### src/rtl/sbox_share_sched_if.sv
// Per-requester channel for sbox_share_sched: a request leg carrying the 48-bit block
// and a response leg returning the 32-bit substitution result.
interface sbox_share_sched_if;
    logic        req_valid;
    logic        req_ready;
    logic [47:0] req_data;
    logic        rsp_valid;
    logic        rsp_ready;
    logic [31:0] rsp_data;

    modport master (
        output req_valid, req_data, rsp_ready,
        input  req_ready, rsp_valid, rsp_data
    );

    modport slave (
        input  req_valid, req_data, rsp_ready,
        output req_ready, rsp_valid, rsp_data
    );
endinterface

### src/rtl/sbox_share_sched.sv
// Time-shares one combinational 8-way S-box port between two requesters, round-robin,
// walking the eight 6-bit chunks (S1 first) over eight cycles per block.
module sbox_share_sched (
    input  logic                      clk,
    input  logic                      rst_n,
    sbox_share_sched_if.slave         port0,
    sbox_share_sched_if.slave         port1,
    output logic [2:0]                sbox_sel,
    output logic [5:0]                sbox_in,
    input  logic [3:0]                sbox_out
);

    typedef enum logic [1:0] {
        IDLE = 2'd0,
        RUN  = 2'd1,
        DONE = 2'd2
    } state_t;

    state_t      state_reg, state_next;
    logic [2:0]  cnt_reg;
    logic        prio_reg;
    logic        owner_reg;
    logic [47:0] data_reg;
    logic [31:0] result_reg, result_next;

    logic        grant0, grant1;
    logic        accept;
    logic        rsp_fire;
    logic [5:0]  chunk [8];

    // A lone requester always wins; on contention prio_reg picks the winner.
    assign grant0   = port0.req_valid & (~port1.req_valid | ~prio_reg);
    assign grant1   = port1.req_valid & (~port0.req_valid |  prio_reg);
    assign accept   = (state_reg == IDLE) & (grant0 | grant1);
    assign rsp_fire = (state_reg == DONE) & (owner_reg ? port1.rsp_ready : port0.rsp_ready);

    // Chunk gi feeds S-box gi; its 4-bit result lands in nibble gi counted from the MSB.
    generate
        for (genvar gi = 0; gi < 8; gi++) begin : g_chunk
            assign chunk[gi] = data_reg[47-6*gi -: 6];
            assign result_next[31-4*gi -: 4] =
                ((state_reg == RUN) && (cnt_reg == 3'(gi))) ? sbox_out
                                                            : result_reg[31-4*gi -: 4];
        end
    endgenerate

    // State register and datapath registers
    always_ff @(posedge clk or negedge rst_n) begin
        if (!rst_n) begin
            state_reg  <= IDLE;
            cnt_reg    <= 3'd0;
            prio_reg   <= 1'b0;
            owner_reg  <= 1'b0;
            data_reg   <= 48'd0;
            result_reg <= 32'd0;
        end else begin
            state_reg  <= state_next;
            result_reg <= result_next;
            if (accept) begin
                cnt_reg   <= 3'd0;
                owner_reg <= grant1;
                prio_reg  <= ~grant1;
                data_reg  <= grant1 ? port1.req_data : port0.req_data;
            end else if (state_reg == RUN) begin
                cnt_reg <= cnt_reg + 3'd1;
            end
        end
    end

    // Next-state logic
    always_comb begin
        state_next = state_reg;
        case (state_reg)
            IDLE:    if (accept)            state_next = RUN;
            RUN:     if (cnt_reg == 3'd7)   state_next = DONE;
            DONE:    if (rsp_fire)          state_next = IDLE;
            default:                        state_next = IDLE;
        endcase
    end

    // Output logic
    always_comb begin
        port0.req_ready = 1'b0;
        port1.req_ready = 1'b0;
        port0.rsp_valid = 1'b0;
        port1.rsp_valid = 1'b0;
        sbox_sel        = 3'd0;
        sbox_in         = 6'd0;
        case (state_reg)
            IDLE: begin
                port0.req_ready = grant0;
                port1.req_ready = grant1;
            end
            RUN: begin
                sbox_sel = cnt_reg;
                sbox_in  = chunk[cnt_reg];
            end
            DONE: begin
                port0.rsp_valid = ~owner_reg;
                port1.rsp_valid =  owner_reg;
            end
            default: ;
        endcase
    end

    // Both responders see the same register; only the valid one is meaningful.
    assign port0.rsp_data = result_reg;
    assign port1.rsp_data = result_reg;

endmodule

### src/flat_wrapper.sv
// flat-port wrapper written by rule: the top's interface ports become plain ports
module sbox_share_sched_flat 
  (clk, rst_n, sbox_sel, sbox_in, sbox_out, port0_req_valid, port0_req_data, port0_rsp_ready, port0_req_ready, port0_rsp_valid, port0_rsp_data, port1_req_valid, port1_req_data, port1_rsp_ready, port1_req_ready, port1_rsp_valid, port1_rsp_data);
  sbox_share_sched_if port0_i ();
  sbox_share_sched_if port1_i ();
  input  logic clk;
  input  logic rst_n;
  output logic [2:0] sbox_sel;
  output logic [5:0] sbox_in;
  input  logic [3:0] sbox_out;
  input wire logic [$bits(port0_i.req_valid)-1:0] port0_req_valid;
  input wire logic [$bits(port0_i.req_data)-1:0] port0_req_data;
  input wire logic [$bits(port0_i.rsp_ready)-1:0] port0_rsp_ready;
  output wire logic [$bits(port0_i.req_ready)-1:0] port0_req_ready;
  output wire logic [$bits(port0_i.rsp_valid)-1:0] port0_rsp_valid;
  output wire logic [$bits(port0_i.rsp_data)-1:0] port0_rsp_data;
  input wire logic [$bits(port1_i.req_valid)-1:0] port1_req_valid;
  input wire logic [$bits(port1_i.req_data)-1:0] port1_req_data;
  input wire logic [$bits(port1_i.rsp_ready)-1:0] port1_rsp_ready;
  output wire logic [$bits(port1_i.req_ready)-1:0] port1_req_ready;
  output wire logic [$bits(port1_i.rsp_valid)-1:0] port1_rsp_valid;
  output wire logic [$bits(port1_i.rsp_data)-1:0] port1_rsp_data;
  assign port0_i.req_valid = port0_req_valid;
  assign port0_i.req_data = port0_req_data;
  assign port0_i.rsp_ready = port0_rsp_ready;
  assign port0_req_ready = port0_i.req_ready;
  assign port0_rsp_valid = port0_i.rsp_valid;
  assign port0_rsp_data = port0_i.rsp_data;
  assign port1_i.req_valid = port1_req_valid;
  assign port1_i.req_data = port1_req_data;
  assign port1_i.rsp_ready = port1_rsp_ready;
  assign port1_req_ready = port1_i.req_ready;
  assign port1_rsp_valid = port1_i.rsp_valid;
  assign port1_rsp_data = port1_i.rsp_data;
  sbox_share_sched u_core (.clk(clk), .rst_n(rst_n), .port0(port0_i), .port1(port1_i), .sbox_sel(sbox_sel), .sbox_in(sbox_in), .sbox_out(sbox_out));
endmodule
### config.mk
export PLATFORM = sky130hd
export DESIGN_NAME = sbox_share_sched_flat
export DESIGN_NICKNAME = d
export VERILOG_FILES = /design/src/rtl/sbox_share_sched_if.sv /design/src/rtl/sbox_share_sched.sv /design/src/flat_wrapper.sv
export SDC_FILE = /design/constraint.sdc
export NUM_CORES = 1
export LEC_CHECK = 0
export CELL_PAD_IN_SITES_DETAIL_PLACEMENT = 1
export CELL_PAD_IN_SITES_GLOBAL_PLACEMENT = 1
export CORE_ASPECT_RATIO = 0.75
export CORE_MARGIN = 8
export CORE_UTILIZATION = 37
export CTS_BUF_LIST = sky130_fd_sc_hd__clkbuf_2
export DETAILED_ROUTE_END_ITERATION = 16
export HOLD_SLACK_MARGIN = 0.06
export PLACE_DENSITY = 0.89
export SLEW_MARGIN = 20
export SYNTH_ARGS = -nofsm -noshare
export SYNTH_HDL_FRONTEND = slang
export SYNTH_SLANG_ARGS = --single-unit
export TNS_END_PERCENT = 100
### constraint.sdc
create_clock -name clk -period 4.14 [get_ports clk]
set_clock_uncertainty 0.2 [all_clocks]
set_input_delay 0.828 -clock clk [delete_from_list [all_inputs] [get_ports clk]]
set_output_delay 0.828 -clock clk [all_outputs]
set_load 0.02 [all_outputs]
Word level (Yosys, flattened, before mapping)
Cells that the tools add are included.
{"block": "classes", "add_sub_neg": 1, "order_cmp": 1, "n_eq_ne": 12, "mux": 17, "n_bitwise": 13, "reduce_logical": 12}
{"cell": "two-way mux 48 bit", "n": 1}
{"cell": "binary-select mux 6 bit (select 3 bit)", "n": 1}
{"cell": "two-way mux 6 bit", "n": 3}
{"cell": "equality test 3 bit, second input constant", "n": 4}
{"cell": "two-way mux 3 bit", "n": 3}
{"cell": "logical AND 1 bit", "n": 8}
{"cell": "equality test 3 x 2 -> 1 bit, second input constant", "n": 2}
{"cell": "two-way mux 2 bit", "n": 3}
{"cell": "one-hot mux 2 bit (3 select lines)", "n": 1}
{"cell": "two-way mux 1 bit", "n": 5}
{"cell": "inverter 1 bit", "n": 5}
{"cell": "bitwise AND 1 bit", "n": 4}
{"cell": ">= comparator 4 bit, second input constant", "n": 1}
{"cell": "inequality test 2 x 1 -> 1 bit, second input constant", "n": 2}
{"cell": "inverter 3 -> 4 bit", "n": 1}
{"cell": "adder 3 x 1 -> 3 bit, second input constant", "n": 1}
{"cell": "equality test 3 x 1 -> 1 bit, second input constant", "n": 1}
{"cell": "logical NOT 3 bit", "n": 1}
{"cell": "bitwise OR 1 bit", "n": 3}
{"cell": "AND reduction 3 bit", "n": 1}
{"cell": "equality test 2 x 1 -> 1 bit, second input constant", "n": 1}
{"cell": "equality test 2 bit, second input constant", "n": 1}
{"cell": "logical NOT 2 bit", "n": 1}
{"cell": "inequality test 2 bit, second input constant", "n": 1}
{"cell": "nonzero test 2 bit", "n": 1}
{"block": "word_totals", "reg_bits": 87, "in_bits": 106, "out_inout_bits": 77, "elab_cells": 69}

Longest topological paths before layout
{"block": "logic_depth", "word_depth": 7, "mapped_depth": 7, "mapped_depth_nobuf": 4}

Worst setup path after synthesis
No wires, ideal clock.
{"block": "synth_timing", "path_kind": "input -> output", "from": "in port1_req_valid", "to": "out port0_req_ready", "t_arrival_ps": 1780, "t_required_ps": 3112, "slack_ps": 1332, "cell_stages": 4, "path_buffers": 1, "cell_sequence": "buf_2 -> a211oi_1 -> nand2_1 -> inv_1"}
{"block": "synth_via", "elab_chain_len": 4}
{"element": "from (decl)", "line_no": "flat_wrapper.sv:17", "source": "input wire logic [$bits(port1_i.req_valid)-1:0] port1_req_valid;"}
{"element": "inverter 1 bit", "line_no": "sbox_share_sched.sv:32", "source": "assign grant0 = port0.req_valid & (~port1.req_valid | ~prio_reg);"}
{"element": "bitwise OR 1 bit", "line_no": "sbox_share_sched.sv:32"}
{"element": "bitwise AND 1 bit", "line_no": "sbox_share_sched.sv:32"}
{"element": "two-way mux 1 bit", "line_no": "sbox_share_sched.sv:89", "source": "case (state_reg)"}
{"element": "to (decl)", "line_no": "flat_wrapper.sv:14", "source": "output wire logic [$bits(port0_i.req_ready)-1:0] port0_req_ready;"}
Every way passes these cells.

Worst setup path in the final report
{"block": "layout_timing", "from": "reg u_core.cnt_reg[1]", "to": "out sbox_in[1]"}
{"block": "layout_via", "elab_chain_len": 5}
{"element": "from (decl)", "line_no": "sbox_share_sched.sv:20", "source": "logic [2:0] cnt_reg;"}
{"element": "from (signal assigned)", "line_no": "sbox_share_sched.sv:65", "source": "cnt_reg <= cnt_reg + 3'd1;"}
{"element": "inverter 3 -> 4 bit (not written as such)", "line_no": "sbox_share_sched.sv:96", "source": "sbox_in = chunk[cnt_reg];"}
{"element": "binary-select mux 6 bit (select 3 bit)", "line_no": "sbox_share_sched.sv:96"}
{"element": "two-way mux 6 bit (not written as such) (2 in a row)", "line_no": "sbox_share_sched.sv:96"}
{"element": "two-way mux 6 bit", "line_no": "sbox_share_sched.sv:89"}
{"element": "to (decl)", "line_no": "flat_wrapper.sv:9", "source": "output logic [5:0] sbox_in;"}
Every way passes these cells. The select of a mux whose other input is x is not followed.

==> metrics.csv <==
stage;metric;value;unit
power;power.density;780;nW/um^2
global_routing;overflow;0;
global_routing;grt_pass1_vias;4561;
placement;place.gp.congestion;0.898;
cts;clk_pin_slew;250;ps
synth;synth-seq-cells;87;
global_routing;antenna_found_initial;1;
finish;syn_to_final_growth;36.3;%
sta;drv_slew;0;
global_routing;track_usage;0.192;
cts;numCtsBuffers;9;
synth;ys_top_cells_by_area;dfrtp_1 44%, a31oi_2 9.6%, mux2_2 7.5%, buf_4 5.0%, mux2i_1 4.9%;
detailed_routing;drc;0;
sta;rsz0062_at_grt;false;
cts;insertion_delay;560;ps
flow_run;cap_viol_max_count;0;
worst_setup_path;crit_arrival;2740;ps
sta;hold_slack;85.6;ps
synth;yosysSeqAreaShare;0.441;
worst_setup_path;worstSetupEndpoint;sbox_in[1];
sta;setup-tns-final;0;ps
sta;slew_headroom;0.461;
worst_setup_path;r2r_start;u_core.state_reg[1];
die;rows;36;
status;status;completed;
placement;preCtsSetupSlack;434;ps
worst_setup_path;reg2reg_depth;5;
global_routing;grt_pass1_wl;26100;um
worst_setup_path;startpoint;u_core.cnt_reg[1];
power;leakagePower;2.62;nW
worst_setup_path;timing.rr.end;u_core.chunk[9];
synth;synth_area_leader_cell;dfrtp_1;
sta;tightest_slew;808;ps
sta;hold_violations;0;
die;die-area;17300;sq um
sta;fin_crit_sh;0.910;
synth;synth_fp_nets;579;
synth;syn_inst;467;
finish;largest_reg_flops;48;
synth;synth.distinct_cells;33;
sta;min_period;3770;ps
cts;cts_tree;yes;
synth;synth_top_area_share;0.441;
placement;placed_cells;754;
synth;async_flop_share;1.00;
synth;yosys_warnings;0;
cts;clock_sinks;87;
worst_setup_path;end_kind;output pin;
synth;postSynthAreaPerCell;10.6;sq um
detailed_routing;first_pass_iters;4;
synth;syn-cell-area;4930;sq um
die;ioPinCount;183;
detailed_routing;drtAntennaViolNets;0;
hold_path;worstHoldPathType;input port to asynchronous set/reset pin;
worst_setup_path;start_kind;flop;
worst_setup_path;worst_ep_required_time;3110;ps
sta;fmax;0.265;GHz
die;die_h;116;um
die;core_area;13000;sq um
finish;fill_cells;1397;
worst_setup_path;crit_type;flop to output pin;
die;start_util;0.379;
finish;nNetsFinal;706;
placement;numPortBuffers;182;
sta;setup_viol;0;
detailed_routing;wl_per_cell;21.8;um
detailed_routing;drt_iter0_markers;222;
detailed_routing;wl;16800;um
sta;worst_slack;373;ps
cts;cts_hold_buffers;0;
cts;post_cts_resized;0;
die;die_w;149;um
detailed_routing;num_vias;4211;
finish;fin_cells;771;
detailed_routing;routed_via_density;5.46;
finish;drive_above_1_share;0.174;
power;ir_worst_vdd;0.457;mV
placement;dp.final_hpwl;12800;um
global_routing;grt_start_max_net_pins;88;
worst_setup_path;cp_max_fo;24;
worst_setup_path;rrSetupSlack;2000;ps
cts;max-clock-path-buffers;2;
power;power;5.24;mW
cts;postCtsSetupRepairBufs;0;
cts;h-tree-depth;3;
cts;cts_root_buf;clkbuf_2;
synth;ys.flop_type;dfrtp_1;
synth;synth_edf_count;0;
## per-layer routing
layer / vias to the layer above / share of wire / GRT usage
li1: 1940 / - / -
met3: 12 / 0.057 / 0.0488
met1: 2116 / 0.44 / 0.241
met4: 0 / 0.0087 / 0.0456
met2: 143 / 0.49 / 0.325
met5: - / 0 / 0
## logic make-up after synthesis
| group | synth area share |
|---|---|
| compound gates | 0.226 |
| fa+ha+maj | 0.0152 |
| buf+inv | 0.0974 |
| flops | 0.441 |
| mux | 0.124 |
| simple gates | 0.0961 |
## worst min path at each step
stage,from,end,slack (ps),depth (start not counted)
floorplan,u_core.chunk[47],u_core.chunk[47],280,1
global placement,u_core.port0.rsp_data[5],u_core.port0.rsp_data[5],310,1
detailed placement,u_core.chunk[4],u_core.chunk[4],320,1
CTS,rst_n,u_core.chunk[46],230,1
global route,rst_n,u_core.chunk[46],100,1
finish,rst_n,u_core.chunk[37],90,1
## synthesized netlist by cell type (9+ instances only)
library cell	number
dfrtp_1	87
a31oi_2	38
nand3_1	41
clkbuf_1	27
a22oi_1	12
o21ai_0	39
buf_2	9
mux2_2	33
a21oi_1	40
buf_4	33
mux2i_1	24
and3_1	16
## stage by stage
step / utilization / cell area (sq um)
after global placement: 0.506 / 6580
after CTS: 0.516 / 6720
final: 0.517 / 6720
after floorplan: - / 4930
after global routing: 0.517 / 6720
after detailed placement: 0.506 / 6580
## critical path, cell delays in order, from the launching register on
cell and delay (ps):
dfrtp_1 490, buf_4 410, mux2i_1 360, a22oi_1 150
and3_1 190, clkdlybuf4s50_1 550
## placed cells by master, fill, tap and decap left out, drive strengths merged, types with 10 or more instances in the layout
cell type,n
clkdlybuf4s50,181
mux2,33
nand3,41
a21oi,42
clkbuf,10
dfrtp,87
a22oi,12
a31oi,40
o21ai,43
mux2i,24
and3,16
buf,10
## report_power, final
group / leakage (nW) / switching [mW] / internal, mW
Clock: 0.0796 / 0.299 / 0.200
Sequential: 1.00 / 0.350 / 1.28
Combinational: 1.54 / 1.64 / 1.48
## final cells by class
cell class                 instances  area (sq um)  area share
multi-input combinational        298          2280       0.339
antenna                            1          2.50    0.000372
timing repair buffer             191          1890       0.281
clock buffer                      10          50.0     0.00744
clock inverter                     6          85.1      0.0127
tap                              171           214      0.0318
sequential                        87          2180       0.324
inverter                           7          26.3     0.00391
(Power assumes the default switching activity.)
